## config.mk

```make
export PLATFORM = sky130hd
export DESIGN_NAME = mastermind_engine
export DESIGN_NICKNAME = d
export VERILOG_FILES = /design/src/rtl/mastermind_engine.sv
export SDC_FILE = /design/constraint.sdc
export NUM_CORES = 1
export LEC_CHECK = 0
export ABC_AREA = 1
export CAP_MARGIN = 30
export CORE_ASPECT_RATIO = 1.5
export CORE_UTILIZATION = 40
export CTS_BUF_LIST = sky130_fd_sc_hd__clkbuf_2 sky130_fd_sc_hd__clkbuf_4 sky130_fd_sc_hd__clkbuf_8
export CTS_CLUSTER_SIZE = 16
export DETAILED_ROUTE_END_ITERATION = 16
export GPL_TIMING_DRIVEN = 1
export PLACE_DENSITY = 0.7
export SYNTH_ARGS = -nofsm -noshare
export SYNTH_HDL_FRONTEND = slang
export SYNTH_SLANG_ARGS = --single-unit
```

## constraint.sdc

```tcl
create_clock -name clk -period 4.2 [get_ports clk]
set_clock_uncertainty 0.2 [all_clocks]
set_input_delay 0.84 -clock clk [delete_from_list [all_inputs] [get_ports clk]]
set_output_delay 0.84 -clock clk [all_outputs]
set_load 0.01 [all_outputs]
```

## src/rtl/mastermind_engine.sv

```systemverilog
// mastermind_engine
//   Parametrised Mastermind game core. It holds the secret code, takes
//   guesses over a valid/ready handshake, and scores each one sequentially:
//   one cycle for exact matches, then one cycle per colour to accumulate the
//   min-count colour matches, then one report cycle. The score is published
//   on the edge that leaves REPORT. A per-turn history buffer records every
//   scored guess, and sticky won/lost flags end the game.
//
// Optional feature (macro GUESS_CHECK_EN):
//   When defined, a guess holding any peg >= NUM_COLORS is rejected. It
//   skips the colour sweep, reports guess_err=1 with exact=partial=0, and
//   does not consume a turn. When undefined, guess_err is always 0 and
//   out-of-range pegs are scored like any other value.
//
// Ports:
//   clk, reset            system clock, synchronous active-high reset
//   new_game, code_in     restart pulse and secret code (peg i at [i*COLOR_W +: COLOR_W])
//   guess_valid/ready     guess handshake, guess_in uses the same packing
//   result_valid          one-cycle pulse when exact/partial/guess_err update
//   exact, partial        score of the last reported guess (held)
//   guess_err             last guess rejected as out of range
//   turn                  number of guesses scored this game
//   game_won, game_lost   sticky end-of-game flags
//   hist_sel              history read index
//   hist_guess/exact/partial  combinational history read (zeros if unused slot)

module mastermind_engine #(
  parameter int PEGS       = 4,
  parameter int COLOR_W    = 3,
  parameter int NUM_COLORS = 6,
  parameter int MAX_TURNS  = 8,
  parameter int TURN_W     = 4,
  parameter int CNT_W      = 3
) (
  input  logic                      clk,
  input  logic                      reset,
  input  logic                      new_game,
  input  logic [PEGS*COLOR_W-1:0]   code_in,
  input  logic                      guess_valid,
  output logic                      guess_ready,
  input  logic [PEGS*COLOR_W-1:0]   guess_in,
  output logic                      result_valid,
  output logic [CNT_W-1:0]          exact,
  output logic [CNT_W-1:0]          partial,
  output logic                      guess_err,
  output logic [TURN_W-1:0]         turn,
  output logic                      game_won,
  output logic                      game_lost,
  input  logic [TURN_W-1:0]         hist_sel,
  output logic [PEGS*COLOR_W-1:0]   hist_guess,
  output logic [CNT_W-1:0]          hist_exact,
  output logic [CNT_W-1:0]          hist_partial
);

  localparam int CODE_W = PEGS * COLOR_W;

  typedef enum logic [2:0] {
    S_IDLE,
    S_READY,
    S_EXACT,
    S_COLORS,
    S_REPORT,
    S_DONE
  } state_t;

  // Control state (reset)
  state_t              state_q, state_d;
  logic                result_valid_q, result_valid_d;
  logic [CNT_W-1:0]    exact_q, exact_d;
  logic [CNT_W-1:0]    partial_q, partial_d;
  logic                guess_err_q, guess_err_d;
  logic                err_q, err_d;
  logic [TURN_W-1:0]   turn_q, turn_d;
  logic                won_q, won_d;
  logic                lost_q, lost_d;
  logic [MAX_TURNS-1:0] hist_valid_q, hist_valid_d;

  // Datapath state (no reset needed, always written before use)
  logic [CODE_W-1:0]   code_q, code_d;
  logic [CODE_W-1:0]   guess_q, guess_d;
  logic [COLOR_W-1:0]  color_q, color_d;
  logic [CNT_W-1:0]    acc_q, acc_d;
  logic [CNT_W-1:0]    score_exact_q, score_exact_d;
  logic [CODE_W-1:0]   hist_guess_q   [MAX_TURNS];
  logic [CODE_W-1:0]   hist_guess_d   [MAX_TURNS];
  logic [CNT_W-1:0]    hist_exact_q   [MAX_TURNS];
  logic [CNT_W-1:0]    hist_exact_d   [MAX_TURNS];
  logic [CNT_W-1:0]    hist_partial_q [MAX_TURNS];
  logic [CNT_W-1:0]    hist_partial_d [MAX_TURNS];

  logic [CNT_W-1:0]    exact_cnt;
  logic [CNT_W-1:0]    code_cnt;
  logic [CNT_W-1:0]    guess_cnt;
  logic [CNT_W-1:0]    min_cnt;
  logic                range_err;

  // Per-slot exact matches, and occurrences of the current sweep colour in
  // code and guess; the smaller occurrence count is the colour's contribution
  // to the total match count, which makes duplicates score correctly.
  always_comb begin
    exact_cnt = '0;
    code_cnt  = '0;
    guess_cnt = '0;
    for (int i = 0; i < PEGS; i++) begin
      if (guess_q[i*COLOR_W +: COLOR_W] == code_q[i*COLOR_W +: COLOR_W])
        exact_cnt = exact_cnt + CNT_W'(1);
      if (code_q[i*COLOR_W +: COLOR_W] == color_q)
        code_cnt = code_cnt + CNT_W'(1);
      if (guess_q[i*COLOR_W +: COLOR_W] == color_q)
        guess_cnt = guess_cnt + CNT_W'(1);
    end
    min_cnt = (code_cnt < guess_cnt) ? code_cnt : guess_cnt;
  end

`ifdef GUESS_CHECK_EN
  // Any guess peg outside the legal colour range rejects the whole guess.
  always_comb begin
    range_err = 1'b0;
    for (int i = 0; i < PEGS; i++) begin
      if ({1'b0, guess_q[i*COLOR_W +: COLOR_W]} >= (COLOR_W+1)'(NUM_COLORS))
        range_err = 1'b1;
    end
  end
`else
  assign range_err = 1'b0;
`endif

  // Next-state and datapath update. new_game is applied last so it overrides
  // whatever the current state would have done, including a pending report.
  always_comb begin
    state_d        = state_q;
    result_valid_d = 1'b0;
    exact_d        = exact_q;
    partial_d      = partial_q;
    guess_err_d    = guess_err_q;
    err_d          = err_q;
    turn_d         = turn_q;
    won_d          = won_q;
    lost_d         = lost_q;
    hist_valid_d   = hist_valid_q;
    code_d         = code_q;
    guess_d        = guess_q;
    color_d        = color_q;
    acc_d          = acc_q;
    score_exact_d  = score_exact_q;
    for (int i = 0; i < MAX_TURNS; i++) begin
      hist_guess_d[i]   = hist_guess_q[i];
      hist_exact_d[i]   = hist_exact_q[i];
      hist_partial_d[i] = hist_partial_q[i];
    end

    case (state_q)
      S_IDLE: begin
      end

      S_READY: begin
        if (guess_valid) begin
          guess_d     = guess_in;
          guess_err_d = 1'b0;
          state_d     = S_EXACT;
        end
      end

      S_EXACT: begin
        score_exact_d = exact_cnt;
        color_d       = '0;
        acc_d         = '0;
        err_d         = range_err;
        state_d       = range_err ? S_REPORT : S_COLORS;
      end

      S_COLORS: begin
        acc_d   = acc_q + min_cnt;
        color_d = color_q + COLOR_W'(1);
        if (color_q == COLOR_W'(NUM_COLORS - 1))
          state_d = S_REPORT;
      end

      S_REPORT: begin
        result_valid_d = 1'b1;
        if (err_q) begin
          exact_d     = '0;
          partial_d   = '0;
          guess_err_d = 1'b1;
          err_d       = 1'b0;
          state_d     = S_READY;
        end else begin
          exact_d     = score_exact_q;
          // Total colour matches include the exact ones; remove them.
          partial_d   = acc_q - score_exact_q;
          guess_err_d = 1'b0;
          turn_d      = turn_q + TURN_W'(1);
          for (int i = 0; i < MAX_TURNS; i++) begin
            if (turn_q == TURN_W'(i)) begin
              hist_guess_d[i]   = guess_q;
              hist_exact_d[i]   = score_exact_q;
              hist_partial_d[i] = acc_q - score_exact_q;
              hist_valid_d[i]   = 1'b1;
            end
          end
          if (score_exact_q == CNT_W'(PEGS)) begin
            won_d   = 1'b1;
            state_d = S_DONE;
          end else if (turn_q + TURN_W'(1) == TURN_W'(MAX_TURNS)) begin
            lost_d  = 1'b1;
            state_d = S_DONE;
          end else begin
            state_d = S_READY;
          end
        end
      end

      S_DONE: begin
      end

      default: state_d = S_IDLE;
    endcase

    if (new_game) begin
      code_d         = code_in;
      state_d        = S_READY;
      result_valid_d = 1'b0;
      exact_d        = '0;
      partial_d      = '0;
      guess_err_d    = 1'b0;
      err_d          = 1'b0;
      turn_d         = '0;
      won_d          = 1'b0;
      lost_d         = 1'b0;
      hist_valid_d   = '0;
    end
  end

  // Control registers with synchronous reset.
  always_ff @(posedge clk) begin
    if (reset) begin
      state_q        <= S_IDLE;
      result_valid_q <= 1'b0;
      exact_q        <= '0;
      partial_q      <= '0;
      guess_err_q    <= 1'b0;
      err_q          <= 1'b0;
      turn_q         <= '0;
      won_q          <= 1'b0;
      lost_q         <= 1'b0;
      hist_valid_q   <= '0;
    end else begin
      state_q        <= state_d;
      result_valid_q <= result_valid_d;
      exact_q        <= exact_d;
      partial_q      <= partial_d;
      guess_err_q    <= guess_err_d;
      err_q          <= err_d;
      turn_q         <= turn_d;
      won_q          <= won_d;
      lost_q         <= lost_d;
      hist_valid_q   <= hist_valid_d;
    end
  end

  // Datapath registers; their contents only matter once a valid bit or the
  // FSM says so, so they carry no reset.
  always_ff @(posedge clk) begin
    code_q        <= code_d;
    guess_q       <= guess_d;
    color_q       <= color_d;
    acc_q         <= acc_d;
    score_exact_q <= score_exact_d;
    for (int i = 0; i < MAX_TURNS; i++) begin
      hist_guess_q[i]   <= hist_guess_d[i];
      hist_exact_q[i]   <= hist_exact_d[i];
      hist_partial_q[i] <= hist_partial_d[i];
    end
  end

  // History read: slots not yet written this game read back as zeros.
  always_comb begin
    hist_guess   = '0;
    hist_exact   = '0;
    hist_partial = '0;
    for (int i = 0; i < MAX_TURNS; i++) begin
      if (hist_sel == TURN_W'(i) && hist_sel < turn_q && hist_valid_q[i]) begin
        hist_guess   = hist_guess_q[i];
        hist_exact   = hist_exact_q[i];
        hist_partial = hist_partial_q[i];
      end
    end
  end

  assign guess_ready  = (state_q == S_READY);
  assign result_valid = result_valid_q;
  assign exact        = exact_q;
  assign partial      = partial_q;
  assign guess_err    = guess_err_q;
  assign turn         = turn_q;
  assign game_won     = won_q;
  assign game_lost    = lost_q;

endmodule

```

==> metrics.md, run 1 <==
| Metric | Value |
|---|---|
| Largest net degree at the start of global routing | 53 |
| GR Util met2 | about 36% |
| Hold Crit Depth | 2 |
| Endpoints failing setup | 0 |
| Yosys warns | 0 |
| Sink Count | roughly 200 |
| DR iter-0 viols | 272 |
| Die X-Extent | between 100 and 150 um |
| Outcome | finished clean |
| Total power | 3.927 mW |
| Synth Register Bits | 201 |
| IO Pins | 65 |
| First-pass GRT wire length | 33.10 mm |
| Rows | 68 |
| Mapped Nets | around 900 |
| Initial Util | around two fifths |
| Vias per cell | about 5.1 |
| Most common cell after layout, fill and taps aside | edfxtp_1 |
| Remaining global-route overflow | 0 |
| Power per cell area | around 350 nW/um^2 |
| Sequential-to-total area share from yosys stat | between 60% and 70% |
| # H-tree levels | 1 |
| Grt peak-use layer | met2 |
| Later-pin clock latency in the skew report | 0.53 ns |
| Core Box Area | 22970 sq um |
| Fin crit share | 97.98% |
| Type of element launching the critical path | input pin |
| Reg-to-Reg Start | color_q[0] |
| Syn Area/Cell | about 11 sq um |
| First-pass DRT Iterations | 4 |
| Clk root buf | clkbuf_8 |
| Antenna-violating nets left | 0 |
| Relative slew slack | approximately 44% |
| Final-layout fill cell count | 2058 |
| Netlist cell types | 39 |
| Post-placement cell area | around 11000 sq um |
| R2r worst-path depth | 21 |
| Count of final hold-check violations | 0 |
| Commonest non-fill, non-tap cells in the layout | edfxtp_1 (177), nand2_1 (146), inv_1 (100), nor2_1 (81), nand4_1 (79) |
| Vias post-DR | around 6400 |
| All-Layer GR Usage | between 15 and 20% |
| ANT cells | 0 |
| Min-delay worst type | reg2reg |
| CP max FO | 6 |
| Post-Syn Area | 9329 sq um |
| Max Root-Sink Buffers | 3 |
| Initial antenna violation count | 0 |
| Max Slew Vio Count | 0 |
| Final wirelength | between 20 and 25 mm |
| Grt met1 use | approximately 19% |
| Final min period | slightly above 4 ns |
| CTS clk-pin slew, worst paths | approximately 0.06 ns |
| WP data arrival | ~3 ns |
| FF-to-FF setup slack | approximately 0.18 ns |
| Worst Max-Slew Pin Slew | 0.8330 ns |
| Residual DRC count | 0 |
| Setup Crit Path Kind | in2out |
| Fin area | 11340 sq um |
| Max Freq | between 0.2 and 0.25 GHz |
| Worst Path Required | around 3.2 ns |
| Leak Pwr | 4.602 nW |
| Share of cells above drive strength 1 | between 10% and 20% |
| Area Overhead vs Synth | 21.58% |
| CTS tree | done |
| Average wire per standard cell | between 15 and 20 um |
| Number of nets in the layout | ~1000 |
| Final Wtd Congestion | 0.8511 |
| RSZ-0062 raised after global routing | yes |
| Met3 Track Usage GR | 1.978% |
| Vias in the first global route | 6449 |
| PortBufs | 63 |
| Worst R2R End | acc_q[2] |
| TritonCTS Buffers | 27 |
| Worst hold path startpoint | game_won |
| Hpwl dp | 14.69 mm |
| Syn Inst Count | ~850 |
| Die height | 189.0 um |
| VDD IR max | between 0.2 and 0.3 mV |
| CP endpoint kind | primary output |
| Max-cap violations | 0 |
| Die area | about 24000 sq um |
| Hold EP | game_won |
layer usage:
metal,share of wire [%],vias to the layer above
li1,-,3130
met1,37,3057
met5,0,-
met2,56,173
met4,2.9,0
met3,3.9,38
what timing repair did:
action                                  in CTS  in global routing
gates cloned                                 0                  2
gates resized for setup                      5                 28
setup buffers                                0                  6
endpoints found under the setup margin      18                 18
hold buffers                                 0                  0
pin swaps                                    0                  3
power breakdown:
part | internal [mW] | leakage (nW) | switching (mW)
logic | 0.124 | 2.53 | 0.158
clock network | 0.750 | 0.283 | 0.683
registers | 2.19 | 1.79 | 0.0221
total | 3.06 | 4.60 | 0.862
worst max path at each step:
| stage | start | endpoint | slack, ns | cells past startpoint |
|---|---|---|---|---|
| global route | color_q[0] | acc_q[2] | -0.07 | 21 |
| global placement | hist_sel[3] | hist_exact[2] | -0.09 | 12 |
| CTS | hist_sel[2] | hist_guess[9] | 0.003 | 13 |
| finish | hist_sel[2] | hist_guess[8] | 0.08 | 11 |
| detailed placement | hist_sel[3] | hist_guess[5] | -0.13 | 12 |
| floorplan | color_q[0] | acc_q[2] | 0.42 | 23 |
per-stage QoR:
| step | worst slack [ns] | hold slack, ns | TNS, ns | cells | utilization [%] |
|---|---|---|---|---|---|
| finish | 0.08486 | 0.2718 | 0 | 1261 | 49.37 |
| floorplan | 0.4228 | 0.2403 | 0 | 845 | - |
| CTS | 0.002887 | 0.2768 | 0 | 1253 | 48.53 |
| global placement | -0.08974 | 0.2498 | -0.9482 | 1205 | 46.16 |
| detailed placement | -0.1251 | 0.2623 | -1.440 | 1205 | 46.16 |
| global route | -0.07250 | 0.2992 | -0.07252 | 1261 | 49.37 |
sequential cells by signal (all words and copies together), names as in the netlist, 4 cells and up:
| name | cells |
|---|---|
| guess_q | 12 |
| turn | 4 |
| hist_exact_q | 24 |
| hist_valid_q | 8 |
| hist_guess_q | 96 |
| hist_partial_q | 24 |
| code_q | 12 |
cell usage after synthesis (all sizes together):
cell type,number,area (sq um)
a21boi,1,18.77
a21oi,13,76.33
a31oi,2,12.51
and3,5,31.28
buf,27,231.5
clkbuf,6,32.53
clkinv,1,5.000
conb,1,3.750
dfxtp,24,480.5
edfxtp,177,5315
fa,2,40.04
ha,24,300.3
inv,105,394.1
mux2,1,11.26
nand2,150,583.1
nand3,50,275.3
nand4,80,506.7
nor2,90,372.9
nor3,9,45.04
nor3b,1,18.77
nor4b,1,23.77
o211ai,1,7.510
o21ai,18,90.08
or2,15,93.84
xnor2,35,306.5
xor2,6,52.55
critical path: stages:
cell             delay, ns
clkdlybuf4s50_1       0.45
ha_1                  0.23
a21oi_4               0.20
a21boi_4              0.25
buf_6                 0.15
nand3_4               0.07
clkinv_2              0.10
buf_6                 0.14
nand2_1               0.05
nand2_1               0.06
clkdlybuf4s50_1       0.52
cell families after synthesis:
| logic type | Yosys count | share of synthesized area [%] |
|---|---|---|
| AND/OR/NAND/NOR | 401 | 20.91 |
| flip-flops | 201 | 62.12 |
| buffers and inverters | 139 | 7.108 |
| XOR/XNOR | 41 | 3.849 |
| AO/OA/AOI/OAI | 35 | 2.200 |
| adder cells (fa/ha/maj) | 26 | 3.648 |
| other | 1 | 0.04020 |
| multiplexers | 1 | 0.1207 |
area by class of cell:
cell class,instances,area (sq um),area share [%]
Sequential cell,201,5796,51.10
Multi-Input combinational cell,505,2960,26.10
Timing Repair Buffer,121,1310,11.55
Clock buffer,42,496.7,4.379
Inverter,106,399.1,3.519
Tap cell,280,350.3,3.089
Clock inverter,6,30.03,0.2648
(Power assumes the default switching activity.)
==> inputs of run 2 (changes only) <==
--- a/config.mk
+++ b/config.mk
@@ -13,7 +13,6 @@
 export CTS_CLUSTER_SIZE = 16
 export DETAILED_ROUTE_END_ITERATION = 16
 export GPL_TIMING_DRIVEN = 1
-export PLACE_DENSITY = 0.7
 export SYNTH_ARGS = -nofsm -noshare
 export SYNTH_HDL_FRONTEND = slang
 export SYNTH_SLANG_ARGS = --single-unit
==> run 2 against run 1 <==
Register-to-register slack worse by 0.07 ns; largest power group unchanged; global-route usage up 0.69 points; highest routed layer unchanged; critical path depth up 10; worst setup slack better by 0.023 ns; power up 4.9%; first-iteration DRC count up 12%; critical path type is now reg2reg; fmax up 0.56%; sequential power about the same; hold slack worse by 0.012 ns; non-clock buffer count up 2.
==> metrics.md, run 2 (synthesis results as in run 1) <==
| Metric | Value |
|---|---|
| Most common cell after layout, fill and taps aside | edfxtp_1 |
| Hpwl dp | 14.56 mm (-0.92%) |
| Antenna-violating nets left | 0 (unchanged) |
| Met3 Track Usage GR | 2.063% (+0.085 points) |
| IO Pins | 65 (unchanged) |
| Setup TNS | 0 ns (unchanged) |
| Residual DRC count | 0 (unchanged) |
| DR iter-0 viols | 305 (+12%) |
| Average wire per standard cell | 17.25 um (about the same) |
| Leak Pwr | 4.640 nW (+0.81%) |
| Grt peak-use layer | met2 |
| Worst Path Required | 4.39 ns (+1.23 ns) |
| Max-cap violations | 0 (unchanged) |
| RSZ-0062 raised after global routing | yes |
| PortBufs | 63 (unchanged) |
| Register area | 5796 sq um (unchanged) |
| Initial Util | 40.61% (unchanged) |
| Cts hold-fix bufs | 0 (unchanged) |
| Largest reg by FF count | hist_guess_q |
| Outcome | finished clean |
| Share of cells above drive strength 1 | 15.10% (+0.11 points) |
| All-Layer GR Usage | 18.64% (+0.69 points) |
| CP endpoint kind | flop |
| CP max FO | 4 (-2) |
| Remaining global-route overflow | 0 (unchanged) |
| TritonCTS Buffers | 28 (+3.7%) |
| Number of nets in the layout | 1023 (+0.29%) |
| Endpoints failing setup | 0 (unchanged) |
| Die X-Extent | 126.7 um (unchanged) |
| Max Slew Vio Count | 0 (unchanged) |
| Final wirelength | 21.85 mm (+0.55%) |
| Fin crit share | 97.43% (-0.55 points) |
| Count of final hold-check violations | 0 (unchanged) |
| Footprint of the multi-input gates | 2954 sq um (-0.21%) |
| Core Box Area | 22970 sq um (unchanged) |
| Area Overhead vs Synth | 22.38% |
| GR Util met2 | 36.38% (+0.87 points) |
| Initial antenna violation count | 0 (unchanged) |
| Vias in the first global route | 6250 (-3.1%) |
| Vias post-DR | 6315 (-1.3%) |
| VDD IR max | 0.1987 mV (-27%) |
| Max FFs per register | 96 (unchanged) |
| Final-layout fill cell count | 2060 (+0.097%) |
| First-pass GRT wire length | 33.87 mm (+2.3%) |
| CTS clk-pin slew, worst paths | 0.06 ns (about the same) |
| Final core occ | 49.70% (+0.33 points) |
| Vias per cell | 4.984 (-1.8%) |
| Final Wtd Congestion | 0.8293 (-2.6%) |
| Regs by FF count | hist_guess_q (96), hist_exact_q (24), hist_partial_q (24) |
| Power per cell area | 360.6 nW/um^2 (+4.2%) |
| Rows | 68 (unchanged) |
| Min-delay worst type | reg2reg |
| Commonest non-fill, non-tap cells in the layout | edfxtp_1 (177), nand2_1 (146), inv_1 (100), nor2_1 (80), nand4_1 (79) |
| Final min period | 4.092 ns (-0.02303 ns) |
| # H-tree levels | 1 (unchanged) |
| Hold Worst Slack | 0.2599 ns (-0.01183 ns) |
| Later-pin clock latency in the skew report | 0.54 ns (about the same) |
| ANT cells | 0 (unchanged) |
| Max Freq | 0.2444 GHz (+0.56%) |
| Type of element launching the critical path | flop |
| Worst Max-Slew Pin Slew | 0.9735 ns (+0.1406 ns) |
| Relative slew slack | 34.63% (-9.4 points) |
| Setup Crit Path Kind | reg2reg |
| Largest net degree at the start of global routing | 40 (-25%) |
| Max Root-Sink Buffers | 3 (unchanged) |
| First-pass DRT Iterations | 4 (unchanged) |
| CTS tree | done |
| Grt met1 use | 20.22% (+1.6 points) |
| WP data arrival | 4.28 ns (+1.20 ns) |
| Sink Count | 201 (unchanged) |
| Die height | 189.0 um (unchanged) |
| Die area | 23950 sq um (unchanged) |
| Clk root buf | clkbuf_8 |
-- run 2: cell count changes in the layout (fill, tap and decap cells not counted), moves of 3 or more --
cell             delta
clkbuf_8            +3
clkdlybuf4s50_1     -3
dlygate4sd2_1       +4
clkbuf_4            -4
clkinv_1            +3
buf_4               +4
-- run 2: path summary, 6_finish.rpt --
check | from | endpoint | slack [ns] | cells past startpoint
worst min register to register | game_won | game_won | 0.26 | 2
worst max register to register | color_q[0] | acc_q[2] | 0.11 | 21
worst min-delay path | game_won | game_won | 0.26 | 2
worst max-delay path | color_q[0] | acc_q[2] | 0.11 | 21
-- run 2: critical path, stage by stage, from the launching register on --
cell      delay (ns)
edfxtp_1        0.50
buf_6           0.18
xnor2_1         0.11
and3_4          0.18
ha_1            0.31
nand4_1         0.13
nand2_1         0.12
inv_1           0.05
ha_1            0.17
inv_1           0.05
nor2_1          0.04
xor2_1          0.17
ha_1            0.31
inv_1           0.05
a21oi_2         0.16
nand2_1         0.09
nand2_1         0.07
nand2_1         0.07
ha_1            0.20
fa_1            0.37
or2_2           0.30
a21oi_1         0.13
-- run 2: repair_timing --
action                     in CTS  in global routing
resized for setup              11                 23
setup endpoints to repair      16                 14
hold endpoints to repair        0                  0
cloned                          1                  1
buffers inserted                1                  7
pin swaps                       1                  5
-- run 2: per-stage QoR --
step	setup slack (ns)	instances	total power, mW	area (sq um)
finish	0.1079	1267	4.117	11420
global route	-0.1348	1267	4.264	11420
CTS	0.001997	1259	4.141	11260
detailed placement	-0.06674	1205	2.514	10580
global placement	-0.05378	1205	2.509	10580
floorplan	0.4228	845	2.414	9329
-- run 2: layout make-up --
type	count	area share [%]
Inverter	106	3.496
Sequential cell	201	50.76
Tap cell	280	3.068
Multi-Input combinational cell	505	25.87
Clock buffer	41	4.449
Timing Repair Buffer	123	11.43
Clock inverter	11	0.9205
-- run 2: power by group --
part	internal [mW]	switching, mW
registers	2.19	0.0215
clock network	0.901	0.722
logic	0.124	0.158
total	3.22	0.901
-- run 2: metal layers --
metal	wire length, um	share of wire (%)
met5	0	0
met3	750	3.4
met2	12140	56
met4	795	3.6
met1	8164	37
